File: src/rtl/complex_accumulator.sv
// ============================================================================
// complex_accumulator: sums complex beats over a frame and presents the frame
// sum on a valid/ready output register. Optional macro: COMPLEX_ACC_SAT_EN.
// Revision: 1.0 - initial release
// ============================================================================
`default_nettype none

module complex_accumulator #(
  parameter int IN_WIDTH  = 26,
  parameter int ACC_LEN   = 16,
  parameter int OUT_WIDTH = 26
) (
  input  logic                          clk,
  input  logic                          rst_n,
  input  logic signed [IN_WIDTH-1:0]    in_re,
  input  logic signed [IN_WIDTH-1:0]    in_im,
  input  logic                          in_valid,
  input  logic                          in_last,
  output logic                          in_ready,
  output logic signed [OUT_WIDTH-1:0]   out_re,
  output logic signed [OUT_WIDTH-1:0]   out_im,
  output logic [$clog2(ACC_LEN):0]      out_count,
  output logic                          out_ovf,
  output logic                          out_valid,
  input  logic                          out_ready
);

  localparam int ACC_WIDTH = IN_WIDTH + $clog2(ACC_LEN);
  localparam int CNT_WIDTH = $clog2(ACC_LEN) + 1;

  logic signed [ACC_WIDTH-1:0] acc_re_q, acc_re_d;
  logic signed [ACC_WIDTH-1:0] acc_im_q, acc_im_d;
  logic [CNT_WIDTH-1:0]        cnt_q, cnt_d;
  logic signed [OUT_WIDTH-1:0] out_re_q, out_re_d;
  logic signed [OUT_WIDTH-1:0] out_im_q, out_im_d;
  logic [CNT_WIDTH-1:0]        out_count_q, out_count_d;
  logic                        out_valid_q, out_valid_d;
  logic                        out_ovf_q, out_ovf_d;

  logic signed [ACC_WIDTH-1:0] w_sum [2];
  logic signed [OUT_WIDTH-1:0] w_res [2];
  logic [1:0]                  w_sat;
  logic                        w_accept;
  logic                        w_close;

  assign w_sum[0] = acc_re_q + ACC_WIDTH'(in_re);
  assign w_sum[1] = acc_im_q + ACC_WIDTH'(in_im);

  // Reduce each component of the running sum to the output width.
  for (genvar g = 0; g < 2; g++) begin : g_comp
    if (OUT_WIDTH >= ACC_WIDTH) begin : g_wide
      assign w_res[g] = OUT_WIDTH'(w_sum[g]);
      assign w_sat[g] = 1'b0;
    end else begin : g_narrow
`ifdef COMPLEX_ACC_SAT_EN
      logic [ACC_WIDTH-OUT_WIDTH:0] w_top;
      assign w_top    = w_sum[g][ACC_WIDTH-1:OUT_WIDTH-1];
      assign w_sat[g] = !((&w_top) || !(|w_top));
      assign w_res[g] = !w_sat[g] ? w_sum[g][OUT_WIDTH-1:0] :
                        w_sum[g][ACC_WIDTH-1] ? {1'b1, {(OUT_WIDTH-1){1'b0}}}
                                              : {1'b0, {(OUT_WIDTH-1){1'b1}}};
`else
      logic w_unused_hi;
      assign w_unused_hi = ^w_sum[g][ACC_WIDTH-1:OUT_WIDTH];
      assign w_res[g]    = w_sum[g][OUT_WIDTH-1:0];
      assign w_sat[g]    = 1'b0;
`endif
    end
  end

  // Held low while reset is asserted so nothing is accepted before release.
  assign in_ready = rst_n && (!out_valid_q || out_ready);
  assign w_accept = in_valid && in_ready;
  assign w_close  = in_last || (cnt_q == CNT_WIDTH'(ACC_LEN - 1));

  always_comb begin
    acc_re_d    = acc_re_q;
    acc_im_d    = acc_im_q;
    cnt_d       = cnt_q;
    out_re_d    = out_re_q;
    out_im_d    = out_im_q;
    out_count_d = out_count_q;
    out_valid_d = out_valid_q;
    out_ovf_d   = out_ovf_q;
    if (out_valid_q && out_ready) begin
      out_valid_d = 1'b0;
    end
    if (w_accept) begin
      if (w_close) begin
        out_re_d    = w_res[0];
        out_im_d    = w_res[1];
        out_count_d = cnt_q + CNT_WIDTH'(1);
        out_ovf_d   = |w_sat;
        out_valid_d = 1'b1;
        acc_re_d    = '0;
        acc_im_d    = '0;
        cnt_d       = '0;
      end else begin
        acc_re_d = w_sum[0];
        acc_im_d = w_sum[1];
        cnt_d    = cnt_q + CNT_WIDTH'(1);
      end
    end
  end

  always_ff @(posedge clk or negedge rst_n) begin
    if (!rst_n) begin
      acc_re_q    <= '0;
      acc_im_q    <= '0;
      cnt_q       <= '0;
      out_re_q    <= '0;
      out_im_q    <= '0;
      out_count_q <= '0;
      out_valid_q <= 1'b0;
      out_ovf_q   <= 1'b0;
    end else begin
      acc_re_q    <= acc_re_d;
      acc_im_q    <= acc_im_d;
      cnt_q       <= cnt_d;
      out_re_q    <= out_re_d;
      out_im_q    <= out_im_d;
      out_count_q <= out_count_d;
      out_valid_q <= out_valid_d;
      out_ovf_q   <= out_ovf_d;
    end
  end

  assign out_re    = out_re_q;
  assign out_im    = out_im_q;
  assign out_count = out_count_q;
  assign out_valid = out_valid_q;
  assign out_ovf   = out_ovf_q;

endmodule

`default_nettype wire

File: config.mk
export PLATFORM = sky130hd
export DESIGN_NAME = complex_accumulator
export DESIGN_NICKNAME = d
export VERILOG_FILES = /design/src/rtl/complex_accumulator.sv
export SDC_FILE = /design/constraint.sdc
export NUM_CORES = 1
export LEC_CHECK = 0
export CAP_MARGIN = 40
export CORE_UTILIZATION = 54
export CTS_BUF_LIST = sky130_fd_sc_hd__clkbuf_8 sky130_fd_sc_hd__clkbuf_16
export DETAILED_ROUTE_END_ITERATION = 16
export PLACE_DENSITY = 0.81
export SLEW_MARGIN = 10
export SYNTH_ARGS = -nofsm -noshare
export SYNTH_HDL_FRONTEND = slang
export SYNTH_SLANG_ARGS = --single-unit
File: constraint.sdc
create_clock -name clk -period 3.5 [get_ports clk]
set_input_delay 0.7 -clock clk [delete_from_list [all_inputs] [get_ports clk]]
set_output_delay 0.7 -clock clk [all_outputs]
set_load 0.03 [all_outputs]
==> results <==
## placed cells by master, fill, tap and decap left out, types with 5 or more instances in the layout
cell type | synthesis | layout
nand2_1 | 140 | 139
dfrtp_1 | 115 | 115
clkdlybuf4s50_1 | 0 | 114
ha_1 | 52 | 51
a21oi_1 | 41 | 41
o21ai_0 | 40 | 40
a22o_1 | 39 | 39
nor2_1 | 37 | 36
buf_4 | 1 | 36
a21o_1 | 29 | 29
xnor2_1 | 25 | 25
inv_1 | 17 | 20
clkbuf_16 | 0 | 17
xor2_1 | 15 | 15
mux2_2 | 13 | 13
and3_1 | 12 | 12
nand4_1 | 10 | 10
nand2b_1 | 9 | 9
o211ai_1 | 9 | 9
a211oi_1 | 9 | 9
nand3_1 | 9 | 9
nor2b_1 | 8 | 8
o31ai_1 | 8 | 8
o21bai_1 | 7 | 7
a31oi_1 | 7 | 7
nor3_1 | 7 | 6
clkinv_2 | 0 | 5
## worst max-delay path, cell delays in order
cell             delay [ps]
clkdlybuf4s50_1         420
ha_2                    210
inv_2                    60
fa_2                    200
nand2b_1                120
a21oi_1                 100
o311a_4                 340
a221o_1                 380
a221o_2                 370
nor4bb_1                150
or3_1                   410
a32o_1                  270
## power breakdown
group / switching [W] / internal [W]
logic: 0.00238 / 0.00186
registers: 0.000333 / 0.00186
clock network: 0.000563 / 0.00100
total: 0.00328 / 0.00473
## cell usage after synthesis, types with 7 or more instances
cell type,instances
nand2_1,140
dfrtp_1,115
ha_1,52
a21oi_1,41
o21ai_0,40
a22o_1,39
nor2_1,37
a21o_1,29
xnor2_1,25
clkbuf_1,24
inv_1,17
xor2_1,15
mux2_2,13
and3_1,12
nand4_1,10
a211oi_1,9
nand2b_1,9
nand3_1,9
o211ai_1,9
nor2b_1,8
o31ai_1,8
a31oi_1,7
nor3_1,7
o21bai_1,7
## repair_timing
action                                 CTS  global route
gates resized for setup                  0             3
setup endpoints to repair                0             2
setup buffers                            0             2
endpoints found under the hold margin    0             0
## routing by layer
layer / GRT usage [%] / part of all wire (%) / vias up
met5: 0 / 0 / -
met4: 13.4 / 3.2 / 0
met3: 7.22 / 7.2 / 58
met2: 52.4 / 49 / 272
met1: 34.8 / 41 / 3087
li1: - / - / 2951
## kinds of logic after synthesis
| logic type | Yosys count | share of synthesized area (%) |
|---|---|---|
| multiplexers | 13 | 2.12 |
| AO/OA/AOI/OAI | 219 | 22.1 |
| buffers and inverters | 48 | 2.66 |
| flip-flops | 115 | 41.7 |
| XOR/XNOR | 41 | 5.40 |
| other | 1 | 0.0543 |
| adder cells (fa/ha/maj) | 54 | 10.0 |
| AND/OR/NAND/NOR | 249 | 16.0 |
## through the flow
step | area (µm²) | utilization, % | power [W] | worst slack [ps]
after floorplan | 6900 | - | 0.00497 | 190
after global placement | 8440 | 69.1 | 0.00618 | -333
after detailed placement | 8470 | 69.3 | 0.00635 | -397
after CTS | 9000 | 73.7 | 0.00798 | 29.6
after global routing | 9020 | 73.9 | 0.00852 | -5.80
final | 9020 | 73.9 | 0.00800 | 59.2
## state kept, by name, summed over array words and instances, names as in the netlist
signal	flops
acc_im_q	26
out_im	26
cnt_q	5
out_valid	1
out_count	5
out_re	26
acc_re_q	26
## cell type report
type | instances | area share, %
clock inverters | 10 | 0.776
clock buffers | 20 | 5.17
flip-flops and latches | 115 | 31.9
inverters | 18 | 0.749
repair buffers | 152 | 16.2
multi-input cells | 577 | 42.9
well taps | 168 | 2.33
## worst min path at each step
stage          slack, ps           to  depth (start not counted)
6_report             100    out_re[6]                          1
4_1_cts               90    out_re[6]                          1
2_1_floorplan        400  acc_im_q[0]                          0
3_5_place_dp         460   out_re[10]                          2
5_1_grt               90    out_re[6]                          1
3_3_place_gp         460    out_im[0]                          2
==> summary.txt <==
Global routing
  • Initial antenna violation count: 0
  • First-pass GRT wire length: 30700 µm
  • Overflow after GRT: 0
  • Vias in the first global route: 6610
  • All-Layer GR Usage: 29.9%
  • Largest net degree at the start of global routing: 57

Synth
  • Synth Flop Type: dfrtp_1
  • Synth warn: 0
  • Mapped cell area: 6900 µm²
  • Mapped Avg Cell Area: 9.33 µm²
  • Synth top area cells: dfrtp_1, ha_1, nand2_1, a22o_1, xnor2_1
  • Synth area leader: dfrtp_1
  • Synthesized flop and latch total: 115
  • Netlist cell types: 59
  • Top-area cell type share of the netlist area: 41.7%
  • Post-synth net total: 851
  • Ys async rst share: 100%
  • EDFF count, synth: 0
  • Cells after Synth: 740
  • Sequential element share of the synthesized area: 41.7%

Routing
  • Pre-antenna DRT Iters: 5
  • Total Wirelength: 18500 µm
  • Drt via density: 6.01
  • Final ANT Viol Nets: 0
  • Drc violations: 0
  • DR iter-0 viols: 415
  • Post-DR wirelength/cell: 17.5 µm
  • Vias: 6368

Worst setup path
  • Critical path data arrival time: 3740 ps
  • FF-to-FF path depth: 11
  • Kind of start point of the critical path: input pin
  • Worst reg2reg endpoint: acc_re_q[24]
  • Type of the worst setup path: input pin to flip-flop
  • R2R Setup Slk: 400 ps
  • Crit path from: in_re[0]
  • Critical Path Sink Type: flip-flop
  • Worst setup path endpoint: acc_re_q[24]
  • Worst R2R Start: acc_re_q[0]
  • Worst-path fanout max: 4
  • WP data required: 3790 ps

Final layout
  • P&R area growth vs syn: 30.7%
  • Nets: 992
  • Fraction of layout cells with a size suffix above 1: 10.5%
  • FF+latch area: 2880 µm²
  • Finished Layout Cells: 1060
  • N_diodes: 0
  • Multi-input logic area: 3870 µm²
  • Fill count: 918

Clock network
  • H-tree depth: 4
  • CTS tree: done
  • Worst skew pair latency: 410 ps
  • CTS sink count: 115
  • Max Root-Sink Buffers: 2
  • CTS buffer count: 17
  • # hold bufs at CTS: 0
  • Reg clk slew, reported paths: 50 ps
  • Clock root buffer: clkbuf_16

Power and ir drop
  • Pwr Density: 887 nW/µm²
  • Lkg Pwr: 4.38 nW
  • Worst vdd ir: 0.000585 V

STA
  • Final period utilization: 98.3%
  • Peak Freq: 291 MHz
  • Worst slew pin tran: 704 ps
  • Rel. slew slack: 52.9%
  • Final setup TNS: 0 ps
  • Final hold vios: 0
  • Final Setup Violations: 0
  • Clock skew: 5.68 ps
  • Period minus WS final: 3440 ps
  • Fin Hold WS: 100 ps
  • Slew Limit Fails: 0

Floorplanning
  • Die area: 13200 µm²
  • Core area: 12200 µm²
  • Die width: 115 µm
  • Floorplan row count: 40
  • Initial Utilization: 56.5%
  • IO Pins: 117
  • Die Ht: 115 µm

Placement
  • Global placement routability congestion: 0.919
  • Placed instance count: 1028
  • Hpwl dp: 13200 µm
  • IO Port Bufs: 115

Min path
  • Worst min-delay path class: input pin to asynchronous set/reset pin

Job
  • MaxCap Viol Count: 0

Run status
  • Outcome: completed
(Power assumes the default switching activity.)
